==> src/rtl/sq_pkg.sv <==
// sq_pkg: shared state encodings and accumulator width for seq_square_unit.
package sq_pkg;

    typedef enum logic [1:0] {
        ST_IDLE = 2'd0,
        ST_CALC = 2'd1,
        ST_DONE = 2'd2
    } sq_state_e;

    localparam int SQ_ACC_W = 32;

endpackage

==> src/rtl/cla_32.sv <==
// cla_32: 32-bit carry-lookahead adder built from eight 4-bit lookahead blocks.
// Block carries chain through group generate/propagate terms.
module cla_32 (
    input  logic [31:0] a,
    input  logic [31:0] b,
    input  logic        c_in,
    output logic [31:0] s,
    output logic        c_out,
    output logic        g_out,
    output logic        p_out
);

    logic [31:0] g;
    logic [31:0] p;
    logic [31:0] c;
    logic [7:0]  bg;
    logic [7:0]  bp;
    logic [8:0]  bc;
    logic [8:0]  gc;

    assign g     = a & b;
    assign p     = a ^ b;
    assign bc[0] = c_in;
    assign gc[0] = 1'b0;

    for (genvar k = 0; k < 8; k++) begin : g_blk
        logic [3:0] gg;
        logic [3:0] pp;
        assign gg         = g[4*k +: 4];
        assign pp         = p[4*k +: 4];
        assign c[4*k]     = bc[k];
        assign c[4*k + 1] = gg[0] | (pp[0] & bc[k]);
        assign c[4*k + 2] = gg[1] | (pp[1] & gg[0]) | (&pp[1:0] & bc[k]);
        assign c[4*k + 3] = gg[2] | (pp[2] & gg[1]) | (&pp[2:1] & gg[0]) | (&pp[2:0] & bc[k]);
        assign bg[k]      = gg[3] | (pp[3] & gg[2]) | (&pp[3:2] & gg[1]) | (&pp[3:1] & gg[0]);
        assign bp[k]      = &pp;
        assign bc[k + 1]  = bg[k] | (bp[k] & bc[k]);
        // carry-in-independent chain for the whole-word group generate
        assign gc[k + 1]  = bg[k] | (bp[k] & gc[k]);
    end

    assign s     = p ^ c;
    assign c_out = bc[8];
    assign g_out = gc[8];
    assign p_out = &bp;

endmodule

==> src/rtl/sq_abs.sv <==
// sq_abs: combinational magnitude of a two's complement sample (used with SQUARE_SIGNED_EN).
// The most negative input maps to 2^(W-1), read as an unsigned W-bit value.
module sq_abs #(
    parameter int W = 16
) (
    input  logic [W-1:0] x,
    output logic [W-1:0] a
);

    assign a = x[W-1] ? (~x + W'(1)) : x;

endmodule

==> src/rtl/seq_square_unit.sv <==
// seq_square_unit: iterative shift-add squarer, y = x*x, one sample per transaction.
// Build option SQUARE_SIGNED_EN: treat in_data as two's complement and square |x|.
module seq_square_unit
    import sq_pkg::*;
#(
    parameter int DATA_W = 16
) (
    input  logic                clk,
    input  logic                rst_n,
    input  logic                in_valid,
    output logic                in_ready,
    input  logic [DATA_W-1:0]   in_data,
    output logic                out_valid,
    input  logic                out_ready,
    output logic [SQ_ACC_W-1:0] out_data,
    output logic                busy
);

    localparam int CNT_W = $clog2(DATA_W) + 1;

    sq_state_e             state_q, state_d;
    logic [SQ_ACC_W-1:0]   acc_q, acc_d;
    logic [SQ_ACC_W-1:0]   mcand_q, mcand_d;
    logic [DATA_W-1:0]     mplier_q, mplier_d;
    logic [CNT_W-1:0]      cnt_q, cnt_d;
    logic                  out_valid_q, out_valid_d;
    logic [SQ_ACC_W-1:0]   out_data_q, out_data_d;
    logic [SQ_ACC_W-1:0]   sum;
    logic [DATA_W-1:0]     abs_x;
    logic                  last_iter;
    logic [2:0]            add_unused;

`ifdef SQUARE_SIGNED_EN
    sq_abs #(.W(DATA_W)) u_abs (
        .x (in_data),
        .a (abs_x)
    );
`else
    assign abs_x = in_data;
`endif

    cla_32 u_add (
        .a     (acc_q),
        .b     (mcand_q),
        .c_in  (1'b0),
        .s     (sum),
        .c_out (add_unused[0]),
        .g_out (add_unused[1]),
        .p_out (add_unused[2])
    );

    // the current iteration is the last once no multiplier bits remain above bit 0
    assign last_iter = ((mplier_q >> 1) == '0) || (cnt_q == CNT_W'(DATA_W - 1));

    always_comb begin
        state_d     = state_q;
        acc_d       = acc_q;
        mcand_d     = mcand_q;
        mplier_d    = mplier_q;
        cnt_d       = cnt_q;
        out_valid_d = out_valid_q;
        out_data_d  = out_data_q;
        case (state_q)
            ST_IDLE: begin
                if (in_valid) begin
                    mcand_d  = SQ_ACC_W'(abs_x);
                    mplier_d = abs_x;
                    acc_d    = '0;
                    cnt_d    = '0;
                    state_d  = ST_CALC;
                end
            end
            ST_CALC: begin
                acc_d    = mplier_q[0] ? sum : acc_q;
                mcand_d  = mcand_q << 1;
                mplier_d = mplier_q >> 1;
                cnt_d    = cnt_q + CNT_W'(1);
                state_d  = last_iter ? ST_DONE : ST_CALC;
            end
            ST_DONE: begin
                if (out_valid_q && out_ready) begin
                    out_valid_d = 1'b0;
                    state_d     = ST_IDLE;
                end else begin
                    out_valid_d = 1'b1;
                    out_data_d  = acc_q;
                end
            end
            default: state_d = ST_IDLE;
        endcase
    end

    always_ff @(posedge clk or negedge rst_n) begin
        if (!rst_n) begin
            state_q     <= ST_IDLE;
            acc_q       <= '0;
            mcand_q     <= '0;
            mplier_q    <= '0;
            cnt_q       <= '0;
            out_valid_q <= 1'b0;
            out_data_q  <= '0;
        end else begin
            state_q     <= state_d;
            acc_q       <= acc_d;
            mcand_q     <= mcand_d;
            mplier_q    <= mplier_d;
            cnt_q       <= cnt_d;
            out_valid_q <= out_valid_d;
            out_data_q  <= out_data_d;
        end
    end

    assign in_ready  = (state_q == ST_IDLE);
    assign busy      = (state_q == ST_CALC);
    assign out_valid = out_valid_q;
    assign out_data  = out_data_q;

endmodule
==> config.mk <==
export PLATFORM = sky130hd
export DESIGN_NAME = seq_square_unit
export DESIGN_NICKNAME = d
export VERILOG_FILES = /design/src/rtl/sq_pkg.sv /design/src/rtl/cla_32.sv /design/src/rtl/sq_abs.sv /design/src/rtl/seq_square_unit.sv
export SDC_FILE = /design/constraint.sdc
export NUM_CORES = 1
export LEC_CHECK = 0
export CAP_MARGIN = 40
export CORE_MARGIN = 2
export CORE_UTILIZATION = 52
export CTS_CLUSTER_DIAMETER = 150
export DETAILED_ROUTE_END_ITERATION = 10
export MAX_ROUTING_LAYER = met4
export PLACE_DENSITY = 0.76
export SYNTH_ARGS = -nofsm -noshare
export SYNTH_HDL_FRONTEND = slang
export SYNTH_SLANG_ARGS = --single-unit
==> constraint.sdc <==
create_clock -name clk -period 2.5 [get_ports clk]
set_clock_uncertainty 0.15 [all_clocks]
set_input_delay 0.5 -clock clk [delete_from_list [all_inputs] [get_ports clk]]
set_output_delay 0.5 -clock clk [all_outputs]
set_load 0.1 [all_outputs]
==> impl_results.md <==
- Outcome: finished, violations left
- Failing checks: negative setup slack
- Final ANT Viol Nets: 0
- CP arrival: 3.14 ns
- Clock tree from TritonCTS: yes
- Mapped Nets: 581
- Chip Height: 110 um
- Flops & latches, synth: 120
- Final hold vios: 0
- Ports: 55
- Via density: 6.12
- Synth cell types: 50
- Worst Slack Setup Final: -0.452 ns
- Crit path max fanout: 4
- Crit Path Category: reg2reg
- Antenna cells: 0
- Via count: 5105
- Critical Path Sink Type: register
- Largest net degree at the start of global routing: 54
- MaxCap Viol Count: 0
- Yosys Warn Count: 0
- WP data required: 2.69 ns
- Rows: 38
- Die area: 12100 sq um
- Sequential share of the synthesized area: 0.513
- Max Slew Vio Count: 0
- DRC errors left: 0
- CTS Sinks: 120
- Vias in the first global route: 5147
- Detail Placement HPWL: 9640 um
- Peak Freq: 0.339 GHz
- H-tree depth: 4
- Initial antenna violation count: 0
- RSZ-0062 raised after global routing: yes
- EDFF count, synth: 0
- Setup slack at placement: -0.365 ns
- Non-Filler Instances: 834
- Most frequent cells in the layout: buf_4, dfrtp_1, nand2_1
- Hold Path Cell Cnt: 2
- Skew-Pair Late Insertion Delay: 0.43 ns
- RePlAce Congestion: 0.860
- Wire length of the first global-routing pass: 25200 um
- Mapped cell area: 5860 sq um
- Worst min path class: reg2reg
- Clk buf depth: 2
- Starting Density: 0.535
- Ys async rst share: 1.00
- PortBufs: 54
- Slew @ Worst Pin: 0.648 ns
- WL final: 17400 um
- DP Cell Count: 787
- Tot GR Track Use: 0.287
- Final net count: 742
- Final period util: 1.18
- DR WL/cell: 20.8 um
- Num CTS Buffers: 17
- Core area: 10900 sq um
- Crit path launch type: register
- Max_slew headroom: 0.567
- Top_reg_cell synth: dfrtp_1
- TritonRoute pass-1 iters: 5
- Worst R2R Path Depth: 10
- Grt total ovfl: 0
- Clk root buf: clkbuf_16
- Die width: 110 um
- Cells after Synth: 520
- CTS clk-pin slew, worst paths: 0.05 ns
- Detailed router's first-iteration violation count: 444
- Setup violators final: 20
- Most common cell after layout, fill and taps aside: buf_4
- Mapped Avg Cell Area: 11.3 sq um
- Layout cells sized above 1: 0.385
- Area delta synth->final: 42.0%
- Min Clock Period, post-route: 2.95 ns
-- flip-flops by register name, summed over array words and instances (netlist names) --
register / flops
cnt_q: 5
mplier_q: 16
state_q: 2
out_valid: 1
mcand_q: 32
out_data: 32
acc_q: 32
-- critical path, stage by stage, from the launching register on --
cell and delay (ns):
dfrtp_1 0.38, ha_1 0.31, a21oi_2 0.18, o21bai_1 0.11, a221oi_2 0.38, and3_4 0.30
o31ai_4 0.08, a21o_1 0.21, a21oi_2 0.18, fa_2 0.46, o21ai_2 0.13
-- per-stage QoR --
stage	util	hold slack, ns	setup TNS, ns	instance area (sq um)
finish	0.760	0.347	-4.76	8310
global route	0.760	0.369	-6.56	8310
CTS	0.742	0.351	-2.36	8120
detailed placement	0.665	0.340	-2.65	7270
global placement	0.665	0.311	-1.65	7270
floorplan	-	0.0544	-0.502	5910
-- cells by family after synthesis --
logic type | after synthesis | share of synthesized area
AO/OA/AOI/OAI | 137 | 0.170
buffers and inverters | 33 | 0.0214
AND/OR/NAND/NOR | 139 | 0.110
flip-flops | 120 | 0.513
XOR/XNOR | 19 | 0.0284
adder cells (fa/ha/maj) | 41 | 0.0979
multiplexers | 31 | 0.0596
-- synth_stat cells, types with 13 or more instances --
| cell type | number | share of area |
|---|---|---|
| a21oi_1 | 14 | 0.012 |
| a221o_1 | 28 | 0.048 |
| and3_1 | 16 | 0.017 |
| clkbuf_1 | 24 | 0.015 |
| dfrtp_1 | 120 | 0.51 |
| ha_1 | 33 | 0.071 |
| mux2_2 | 31 | 0.060 |
| nand2_1 | 72 | 0.046 |
| nor2_1 | 16 | 0.010 |
| o21ai_0 | 43 | 0.037 |
| xnor2_1 | 13 | 0.019 |
-- worst paths after layout --
path / slack, ns / startpoint / to
min in group asynchronous: 0.43 / rst_n / mcand_q[18]$_DFFE_PN0P_
max reg2reg: -0.45 / mcand_q[1]$_DFFE_PN0P_ / acc_q[28]$_DFFE_PN0P_
max in group asynchronous: 1.12 / rst_n / out_data[25]$_DFFE_PN0P_
min reg2reg: 0.35 / out_data[28]$_DFFE_PN0P_ / out_data[28]$_DFFE_PN0P_
min: 0.35 / out_data[28]$_DFFE_PN0P_ / out_data[28]$_DFFE_PN0P_
max: -0.45 / mcand_q[1]$_DFFE_PN0P_ / acc_q[28]$_DFFE_PN0P_
-- repair_timing --
action,in CTS,in global routing
resized for setup,33,25
setup buffers,8,7
hold buffers,1,0
gates cloned,0,0
pin swaps,12,19
setup endpoints to repair,19,23
hold endpoints to repair,34,0
-- per-layer routing --
layer | global-route usage | wire length (um) | vias up | share of wire
met5 | - | 0 | - | 0
met4 | 0.149 | 826 | 0 | 0.048
met3 | 0.0741 | 1290 | 78 | 0.074
met2 | 0.450 | 8460 | 259 | 0.49
met1 | 0.342 | 6790 | 2517 | 0.39
li1 | - | - | 2251 | -
-- final cells by class --
type,count,area [sq um]
Multi-Input combinational cell,367,3100
Sequential cell,120,3010
Fill cell,658,2620
Timing Repair Buffer,169,1400
Clock buffer,20,437
Clock inverter,12,176
Tap cell,140,175
Inverter,6,22.5
Power is not shown: default switching activity piles up to over one toggle a cycle in this logic, so the estimate is an artifact.
